<file path="config.mk">
export PLATFORM = sky130hd
export DESIGN_NAME = sram_access_sched
export DESIGN_NICKNAME = d
export VERILOG_FILES = /design/src/rtl/sram_access_sched.sv
export SDC_FILE = /design/constraint.sdc
export NUM_CORES = 1
export LEC_CHECK = 0
export ABC_AREA = 1
export CAP_MARGIN = 20
export CORE_MARGIN = 3
export CORE_UTILIZATION = 43
export CTS_CLUSTER_SIZE = 25
export DETAILED_ROUTE_END_ITERATION = 10
export PLACE_DENSITY_LB_ADDON = 0.12
export REMOVE_ABC_BUFFERS = 1
export SETUP_SLACK_MARGIN = 0.3
export SLEW_MARGIN = 20
export SYNTH_ARGS = -nofsm -noshare
export SYNTH_HDL_FRONTEND = slang
export SYNTH_SLANG_ARGS = --single-unit
</file>
<file path="constraint.sdc">
create_clock -name clk -period 6.4 [get_ports clk]
set_input_delay 1.6 -clock clk [delete_from_list [all_inputs] [get_ports clk]]
set_output_delay 1.6 -clock clk [all_outputs]
set_load 0.05 [all_outputs]
</file>
<file path="src/rtl/sram_access_sched.sv">
// sram_access_sched: shares one SRAM controller write port between N_REQ
// requesters (round-robin with bounded bursts) and sequences tx_mode
// between write mode and read/transmit mode with a guarded turnaround.
module sram_access_sched #(
  parameter int unsigned N_REQ     = 4,
  parameter int unsigned ADDR_W    = 18,
  parameter int unsigned DATA_W    = 32,
  parameter int unsigned BURST_MAX = 4,
  parameter int unsigned TURN_CYC  = 2,
  localparam int unsigned ID_W     = $clog2(N_REQ)
) (
  input  logic                       clk,
  input  logic                       rst,
  input  logic [N_REQ-1:0]           req_valid,
  output logic [N_REQ-1:0]           req_ready,
  input  logic [N_REQ*ADDR_W-1:0]    req_addr,
  input  logic [N_REQ*DATA_W-1:0]    req_data,
  input  logic                       rd_mode_req,
  output logic                       tx_mode,
  output logic                       wr_valid,
  input  logic                       wr_ready,
  output logic [ADDR_W-1:0]          wr_addr,
  output logic [DATA_W-1:0]          wr_data,
  output logic [ID_W-1:0]            grant_id
);

  localparam int unsigned BC_W = $clog2(BURST_MAX + 1);
  localparam int unsigned TC_W = $clog2(TURN_CYC + 1);

  typedef enum logic [1:0] {
    ST_WRITE,
    ST_TURN,
    ST_READ
  } state_e;

  state_e            state_q, state_d;
  logic              to_read_q, to_read_d;
  logic [TC_W-1:0]   turn_cnt_q, turn_cnt_d;
  logic [ID_W-1:0]   owner_q, owner_d;
  logic [BC_W-1:0]   burst_q, burst_d;
  logic              wr_valid_q, wr_valid_d;
  logic [ADDR_W-1:0] wr_addr_q, wr_addr_d;
  logic [DATA_W-1:0] wr_data_q, wr_data_d;
  logic [ID_W-1:0]   grant_q, grant_d;
  logic              tx_mode_q, tx_mode_d;

  logic              keep_owner;
  logic              sel_valid;
  logic [ID_W-1:0]   sel_idx;
  logic [ID_W-1:0]   cand;
  logic              slot_free;
  logic              accept;

  // Requester selection: sticky owner within its burst budget, else
  // first valid requester scanning upward from owner+1 (owner itself last).
  // burst_q==0 only after reset and means "no owner yet", so requester 0
  // gets first priority even though owner_q resets to N_REQ-1.
  always_comb begin
    sel_valid  = 1'b0;
    sel_idx    = '0;
    cand       = '0;
    keep_owner = (burst_q != '0) && req_valid[owner_q] &&
                 (burst_q < BC_W'(BURST_MAX));
    if (keep_owner) begin
      sel_valid = 1'b1;
      sel_idx   = owner_q;
    end else begin
      // Walk offsets N_REQ..1 so the smallest offset wins last.
      for (int unsigned i = 0; i < N_REQ; i++) begin
        cand = ID_W'((int'(owner_q) + N_REQ - i) % N_REQ);
        if (req_valid[cand]) begin
          sel_valid = 1'b1;
          sel_idx   = cand;
        end
      end
    end
  end

  // Accept when the output slot is free in write mode and no read is pending.
  always_comb begin
    slot_free = ~rst & (state_q == ST_WRITE) & ~rd_mode_req &
                (~wr_valid_q | wr_ready);
    accept    = slot_free & sel_valid;
    req_ready = accept ? ({{(N_REQ-1){1'b0}}, 1'b1} << sel_idx) : '0;
  end

  // Next-state logic for the mode FSM and the write-beat datapath.
  always_comb begin
    state_d    = state_q;
    to_read_d  = to_read_q;
    turn_cnt_d = turn_cnt_q;
    owner_d    = owner_q;
    burst_d    = burst_q;
    wr_valid_d = wr_valid_q;
    wr_addr_d  = wr_addr_q;
    wr_data_d  = wr_data_q;
    grant_d    = grant_q;

    unique case (state_q)
      ST_WRITE: begin
        if (rd_mode_req && (!wr_valid_q || wr_ready)) begin
          state_d    = ST_TURN;
          to_read_d  = 1'b1;
          turn_cnt_d = TC_W'(TURN_CYC);
        end
      end
      ST_TURN: begin
        // Counter loaded with TURN_CYC; leaving as it reaches 0 keeps
        // exactly TURN_CYC cycles in TURN.
        turn_cnt_d = turn_cnt_q - TC_W'(1);
        if (turn_cnt_q <= TC_W'(1)) begin
          state_d = (to_read_q && rd_mode_req) ? ST_READ : ST_WRITE;
        end
      end
      ST_READ: begin
        if (!rd_mode_req) begin
          state_d    = ST_TURN;
          to_read_d  = 1'b0;
          turn_cnt_d = TC_W'(TURN_CYC);
        end
      end
      default: state_d = ST_WRITE;
    endcase

    if (accept) begin
      wr_valid_d = 1'b1;
      wr_addr_d  = req_addr[sel_idx*ADDR_W +: ADDR_W];
      wr_data_d  = req_data[sel_idx*DATA_W +: DATA_W];
      grant_d    = sel_idx;
      owner_d    = sel_idx;
      if (sel_idx != owner_q) begin
        burst_d = BC_W'(1);
      end else if (burst_q < BC_W'(BURST_MAX)) begin
        burst_d = burst_q + BC_W'(1);
      end
    end else if (wr_ready) begin
      wr_valid_d = 1'b0;
    end

    tx_mode_d = (state_d == ST_READ);
  end

  // State and registered outputs with synchronous reset.
  always_ff @(posedge clk) begin
    if (rst) begin
      state_q    <= ST_WRITE;
      to_read_q  <= 1'b0;
      turn_cnt_q <= '0;
      owner_q    <= ID_W'(N_REQ - 1);
      burst_q    <= '0;
      wr_valid_q <= 1'b0;
      wr_addr_q  <= '0;
      wr_data_q  <= '0;
      grant_q    <= '0;
      tx_mode_q  <= 1'b0;
    end else begin
      state_q    <= state_d;
      to_read_q  <= to_read_d;
      turn_cnt_q <= turn_cnt_d;
      owner_q    <= owner_d;
      burst_q    <= burst_d;
      wr_valid_q <= wr_valid_d;
      wr_addr_q  <= wr_addr_d;
      wr_data_q  <= wr_data_d;
      grant_q    <= grant_d;
      tx_mode_q  <= tx_mode_d;
    end
  end

  assign tx_mode  = tx_mode_q;
  assign wr_valid = wr_valid_q;
  assign wr_addr  = wr_addr_q;
  assign wr_data  = wr_data_q;
  assign grant_id = grant_q;

endmodule

</file>
; After elaboration in Yosys (flattened, before gate mapping)
; Index checks and enable logic that the tools add are counted.
[totals]
wordCells = 92
ff_bits = 64
inputBits = 208
[op_classes]
addsub = 6
n_lt_le_gt_ge = 7
n_mul = 1
n_reduce_logical = 15
n_eq_ne = 6
shift = 3
mux = 36
bitwise = 8
[op_table]
columns = operator, n
row1 = $shiftx 128x8->32, 1
row2 = $shiftx 72x8->18, 1
row3 = $mux 2, 11
row4 = $lt 2x3->1 const B, 5
row5 = $mux 1, 14
row6 = $pmux 2 s3, 2
row7 = $bmux 1 s2, 5
row8 = $mul 2x4->6 const B, 1
row9 = $mux 3, 2
row10 = $reduce_and 3->1, 2
row11 = $reduce_bool 2->1, 3
row12 = $reduce_bool 3->1, 2
row13 = $and 1x1->1, 4
row14 = $eq 2x2->1 const B, 2
row15 = $logic_and 1x1->1, 4
row16 = $mux 4, 1
row17 = $shl 1x2->4 const A, 1
row18 = $sub 2x1->2 const B, 2
row19 = $sub 2x2->2 const B, 2
row20 = $add 3x1->3 const B, 1
row21 = $lt 3x3->1 const B, 1
row22 = $not 1->1, 3
row23 = $add 2x1->2 const B, 1
row24 = $eq 2x1->1 const B, 1
row25 = other kinds (10), 10

; Depth between registers and ports, before layout
; Gate-level depths: netlist of run 1.
[logic_depth]
depth_word = 11
depth_mapped = 18

; Worst setup path before layout of run 1
; Ideal clock, no wire load.
[synth_path]
path_type = in2out
start = input req_valid[3]
end = output req_ready[0]
t_arrival_ns = 3.318
cell_stages = 14
setup_slack_ns = 1.482
t_required_ns = 4.800
cell_sequence = inv_1 -> nand2_1 -> nand2_2 -> nand2_1 -> nand3_2 -> nand2_1 -> inv_2 -> nand2_2 -> nand2_4 -> inv_2 -> buf_2 -> nor2_1 -> inv_1 -> nor2_1
[synth_between]
elab_chain_cells = 9
word_cells_on_any_way = 25
classes_between = shift (1) / mux (21) / bitwise (1) / reduce/logical (2)
[synth_rtl]
columns = element, line_no
row1 = start: declaration, 14  ; input logic [N_REQ-1:0] req_valid,
row2 = $bmux 1 s2, 71  ; if (req_valid[cand]) begin
row3 = $mux 1 (implied by the code), 71
row4 = $mux 2 or $mux 1 (tied branches) (4 in series), 71
row5 = $mux 2 or $mux 1 (tied branches), 64  ; if (keep_owner) begin
row6 = $shl 1x2->4 or $and 1x1->1 (tied branches), "84, 83"
row7 = $mux 4 (*), 84  ; req_ready = accept ? ({{(N_REQ-1){1'b0}}, 1'b1} << sel_idx) : '0;
row8 = end: declaration, 15  ; output logic [N_REQ-1:0] req_ready,
; Every way passes the cells marked *; elsewhere a longest branch is shown, timed or not. The select of a mux whose other input is x is not followed.

; Worst setup path after layout of run 1
[layout_path]
start = input req_valid[3]
end = output req_ready[3]
; Same word-level chain as after synthesis.

==> flow_summary.yaml, run 1 <==
global_routing:
  grt-ovfl-total: 0
  antenna_found_initial: 1
  grt_pass1_vias: 5690
  grt_pass1_wl_um: 26710
  track_usage: 0.2622
  grt_max_degree: 62
power:
  leakage_nw: 3.852
  cellPowerDensity_nw_per_um2: 220.0
  peakVddDrop_uv: 209.1
route:
  finalWirelength_um: 16530
  drt-pass1-iter-count: 4
  avgRoutedWirePerCell_um: 13.43
  via_per_inst: 4.808
  route.vias.total: 5919
  ant_nets: 0
  drcViolationCount: 0
  drt_iter0_drc: 315
worst_hold_path:
  hold_class: "reg -> reg"
cells_and_area:
  mostFrequentLayoutCells: "clkdlybuf4s50_1, nand2_1, nand3_1, nor2_1, inv_1"
  layout.nets: 1301
  area_delta_synth_final_pct: 59.25
  drive_gt1_frac: 0.03931
  final_common_cell: "clkdlybuf4s50_1"
  fin_util: 0.7226
  final_area_sq_um: 7627
clock_network:
  cts_tree: "built"
  numCtsBuffers: 9
  clk_pin_slew_ns: 0.07
  clockBufferDepth: 2
  postCtsSetupRepairBufs: 0
  ctsHtreeMaxLevel: 3
  clk_latency_ns: 0.35
  hold_buffers: 0
  cts.sinks: 64
  cts_resized: 0
  cts-root-buf: "clkbuf_8"
die:
  num_io_pins: 266
  die-area_sq_um: 12440
  die_h_um: 111.5
  initial_utilization: 0.4538
  core_area_sq_um: 10560
  dieWidth_um: 111.5
  num_rows: 37
critical_path:
  crit_chain: "clkdlybuf4s50_1 -> inv_1 -> o21ai_1 -> nand2_1 -> nand2_1 -> nand3_1 -> nand2_1 -> nand2_2 -> nand2_4 -> nand2_1 -> buf_4 -> nor2_1 -> buf_12"
  critPathCaptureType: "primary output"
  worstSetupPathType: "in -> out"
  startpoint_type: "input pin"
  worstPathMaxFanout: 31
  crit_top_cell: "nand2_1"
  crit_family: "simple AND/OR/NAND/NOR gates"
  critPathRequiredTime_ns: 4.80
  cp_data_arrival_time_ns: 3.77
  critPathBufInv: 4
  crit_slowest_cell: "clkdlybuf4s50_1"
  cpPeakStageDelay_ns: 0.47
sta:
  finalSetupViolCount: 0
  rsz0062_at_grt: "false"
  setup_tns_ns: 0
  fin_crit_sh: 0.8387
  finalHoldViolCount: 0
  period_needed_ns: 5.368
  holdWs_ns: 0.4718
  worstMarginPinSlew_ns: 0.7125
  fmax_mhz: 186.3
  slew_headroom: 0.5239
  slew_viol_final: 0
  fin_worst_skew_ns: 0.006557
synthesis:
  synth-adder-area-share: 0.007837
  avgSynthCellArea_sq_um: 5.595
  yosysWarnings: 0
  ys_seq_elements: 64
  synth-compound-area-share: 0.02508
  syn_area_sq_um: 4790
  synth_mux_area_frac: 0
  synthXorXnorAreaFrac: 0.001829
  synth_cell_types: 33
  synth_simple_gate_area_frac: 0.5366
  netlist_instances: 856
  synth_top_family_by_area: "simple AND/OR/NAND/NOR gates"
  seq_area_frac_synth: 0.2675
placed_design:
  dp_hpwl_um: 12300
  globalplace.congestion: 0.8821
  io_buffers: 265
  placed_area_sq_um: 7453
run:
  cap_viol_max_count: 0
outcome:
  status: "finished, final reports clean"
-- power by group --
part	internal, W	switching (W)	leakage (nW)
combinational	0.000348	0.000553	3.23
clock	0.000157	0.000157	0.0947
sequential	0.000440	0.0000234	0.525
total	0.000945	0.000733	3.85
-- layout make-up --
class,instances,area [sq um]
Antenna cell,1,2.502
Clock buffer,11,151.4
Clock inverter,4,20.02
Fill cell,941,2928
Inverter,137,516.7
Multi-Input combinational cell,605,2738
Sequential cell,64,1281
Tap cell,136,170.2
Timing Repair Buffer,273,2748
-- worst paths after layout --
kind	start	endpoint	slack [ns]	cells past startpoint
hold reg to reg	turn_cnt_q[0]$_SDFFE_PP0P_	turn_cnt_q[0]$_SDFFE_PP0P_	0.47	1
hold / removal	turn_cnt_q[0]$_SDFFE_PP0P_	turn_cnt_q[0]$_SDFFE_PP0P_	0.47	1
setup reg to reg	owner_q[0]$_SDFFE_PP1P_	wr_data[7]$_SDFFE_PP0P_	3.56	14
setup / recovery	req_valid[3]	req_ready[3]	1.03	13
-- registers in the layout, summed over array words and instances (netlist names) --
name,flops
to_read_q,1
wr_addr,18
turn_cnt_q,2
owner_q,2
tx_mode,1
state_q,2
wr_valid,1
grant_id,2
burst_q,3
wr_data,32
-- routing by layer --
| metal | up-vias | wire (um) | global-route usage |
|---|---|---|---|
| met5 | - | 0 | 0 |
| met4 | 0 | 505 | 0.09408 |
| met3 | 37 | 1343 | 0.09783 |
| met2 | 207 | 8333 | 0.4672 |
| met1 | 2602 | 6345 | 0.2843 |
| li1 | 3073 | - | - |
-- synth_stat cells, drive strengths merged --
library cell,number,share of area
nand2,257,0.21
a21oi,8,0.0084
ha,3,0.0078
inv,137,0.11
xor2,1,0.0018
o21ai,3,0.0031
o221ai,1,0.0018
o22ai,1,0.0013
and2,1,0.0013
nor2,142,0.11
nand3b,1,0.0016
and3,1,0.0013
o211a,2,0.0042
and3b,28,0.051
clkbuf,23,0.018
nor3,3,0.0031
nand4,1,0.0013
o21a,1,0.0016
o211ai,2,0.0031
dfxtp,64,0.27
buf,27,0.035
nand3,148,0.16
a211oi,1,0.0016
-- kinds of logic after synthesis --
group / count (synthesis)
adders and majority gates: 3
DFF: 64
AOI/OAI and AO/OA: 19
xor gates and xnor gates: 1
buffers and inverters: 187
and+or+nand+nor: 582
-- through the flow --
step	power (W)	worst slack [ns]	cells
2_1_floorplan	0.001028	-0.1025	806
3_3_place_gp	0.001364	1.114	1215
5_1_grt	0.001808	0.8255	1231
4_1_cts	0.001691	1.018	1230
6_report	0.001678	1.032	1231
3_5_place_dp	0.001375	1.029	1215
No activity file was read; power rests on OpenSTA's default activity.
==> run 2: changes to the inputs <==
- CORE_UTILIZATION: 43 -> 36
- clock period: 6.4 -> 4.7 ns (I/O delays scaled with it)
==> run 2 against run 1 <==
  * Setup slack worse by 0.52 ns
  * Critical path depth is 1 higher
  * Critical endpoint is now req_ready[2]
  * Global-route usage is 4.4 points lower
  * Register-to-register slack worse by 1.4 ns
  * Count of clock-buffer cells in the layout shrank 1
  * Sequential power rose by 37%
  * Wire length increased by 0.87%
  * Sequential share of layout area fell by 0.47 points
==> flow_summary.yaml, run 2 (same netlist as run 1, synthesis figures left out) <==
outcome:
  status: "finished, final reports clean"
placed_design:
  dp_worst_setup_slack_ns: 0.5579
  globalplace.congestion: 0.8807
  io_buffers: 265
  dp_hpwl_um: 12020
global_routing:
  grt_pass1_vias: 5328
  grt-ovfl-total: 0
  grt_max_degree: 76
  track_usage: 0.2187
  grt_pass1_wl_um: 26220
  antenna_found_initial: 0
route:
  route.vias.total: 5809
  drt-pass1-iter-count: 4
  drt_iter0_drc: 433
  via_per_inst: 4.578
  finalWirelength_um: 16670
  ant_nets: 0
  avgRoutedWirePerCell_um: 13.14
  drcViolationCount: 0
clock_network:
  clk_pin_slew_ns: 0.06
  postCtsSetupRepairBufs: 0
  clk_latency_ns: 0.32
  clockBufferDepth: 2
  hold_buffers: 0
  numCtsBuffers: 9
  ctsHtreeMaxLevel: 3
  cts_resized: 0
  cts.sinks: 64
  cts-root-buf: "clkbuf_16"
  cts_tree: "built"
sta:
  worstMarginPinSlew_ns: 0.8318
  rsz0062_at_grt: "false"
  period_needed_ns: 4.191
  slew_headroom: 0.4455
  finalSetupViolCount: 0
  fin_crit_sh: 0.8917
  holdWs_ns: 0.4592
  fmax_mhz: 238.6
  fin_worst_skew_ns: 0.01269
  slew_viol_final: 0
  fin_ws_ns: 0.5092
  finalHoldViolCount: 0
cells_and_area:
  final_common_cell: "clkdlybuf4s50_1"
  regArea_sq_um: 1281
  diodes: 0
  largest_reg_flops: 32
  drive_gt1_frac: 0.04284
  mostFrequentLayoutCells: "clkdlybuf4s50_1, nand2_1, nand3_1, nor2_1, inv_1"
  area_delta_synth_final_pct: 63.82
  multi_input_area_sq_um: 2740
  layout.nets: 1303
  num-fill-cells: 1271
power:
  pwr-share-clk: 0.282
  p_total_w: 0.002609
  peakVddDrop_uv: 191.0
  switching_share: 0.4007
  cellPowerDensity_nw_per_um2: 332.5
  combPwrFrac: 0.476
  seqPwrFrac: 0.242
  leakage_nw: 3.929
  switching_power_w: 0.001045
  p_int_w: 0.001563
critical_path:
  critPathCaptureType: "primary output"
  crit_top_cell: "nand2_1"
  crit_slowest_cell: "clkdlybuf4s50_1"
  startpoint_type: "input pin"
  worstSetupPathType: "in -> out"
  worstPathMaxFanout: 4
  crit_chain: "clkdlybuf4s50_1 -> inv_1 -> o21ai_1 -> nand2_1 -> nand2_1 -> nand2_1 -> nand3_1 -> nand2_2 -> nand2_4 -> inv_2 -> nor2_1 -> inv_1 -> nor2_1 -> buf_12"
  cpPeakStageDelay_ns: 0.45
  crit_family: "simple AND/OR/NAND/NOR gates"
  cp_data_arrival_time_ns: 3.02
  critPathRequiredTime_ns: 3.52
  critPathBufInv: 5
die:
  core_area_sq_um: 12820
  num_io_pins: 266
  num_rows: 41
  die_h_um: 121.3
  die-area_sq_um: 14720
  dieWidth_um: 121.3
  initial_utilization: 0.3735
run:
  cap_viol_max_count: 0
worst_hold_path:
  hold_class: "reg -> reg"
run 2: path summary, 6_finish.rpt:
path                         startpoint                         end  slack [ns]  cells after the start
max                        req_valid[3]                req_ready[2]        0.51                     14
min          turn_cnt_q[0]$_SDFFE_PP0P_  turn_cnt_q[0]$_SDFFE_PP0P_        0.46                      1
max reg2reg     owner_q[0]$_SDFFE_PP1P_     burst_q[0]$_SDFFE_PP0P_        2.18                     10
min reg2reg  turn_cnt_q[0]$_SDFFE_PP0P_  turn_cnt_q[0]$_SDFFE_PP0P_        0.46                      1
run 2: routing by layer:
layer  share of wire  vias to the layer above  GRT usage
met4           0.019                        0    0.06303
li1                -                     3080          -
met1            0.40                     2535     0.2556
met2            0.51                      174     0.3886
met3           0.071                       20    0.06061
met5               0                        -          0
run 2: metrics by stage:
step                instances  cell area [sq um]    util  setup TNS [ns]
detailed placement       1253               7513  0.5859               0
floorplan                 806               4534       -          -2.869
CTS                      1269               7844  0.6116               0
finish                   1269               7846  0.6118               0
global placement         1253               7513  0.5859               0
global route             1269               7846  0.6118               0
run 2: worst register-to-register path, delay by kind of cell (launching register included):
family | cells | cell delay (ns)
buf+inv | 3 | 0.83
simple gates | 5 | 0.74
flops | 1 | 0.54
xor+xnor | 1 | 0.20
compound gates | 1 | 0.06
run 2: power by group through the flow:
| stage | Sequential, W | Combinational (W) | Clock (W) |
|---|---|---|---|
| 2_1_floorplan | 0.000805 | 0.000596 | 0 |
| 3_3_place_gp | 0.000641 | 0.00124 | 0 |
| 3_5_place_dp | 0.000643 | 0.00125 | 0 |
| 4_1_cts | 0.000632 | 0.00125 | 0.000749 |
| 5_1_grt | 0.000639 | 0.00138 | 0.000771 |
| 6_report | 0.000632 | 0.00124 | 0.000736 |
run 2: cell type report:
cell class | instances | area share
repair buffers | 275 | 0.3521
multi-input cells | 605 | 0.3492
flip-flops and latches | 64 | 0.1633
inverters | 137 | 0.06586
clock buffers | 10 | 0.03046
well taps | 172 | 0.02743
clock inverters | 6 | 0.01164
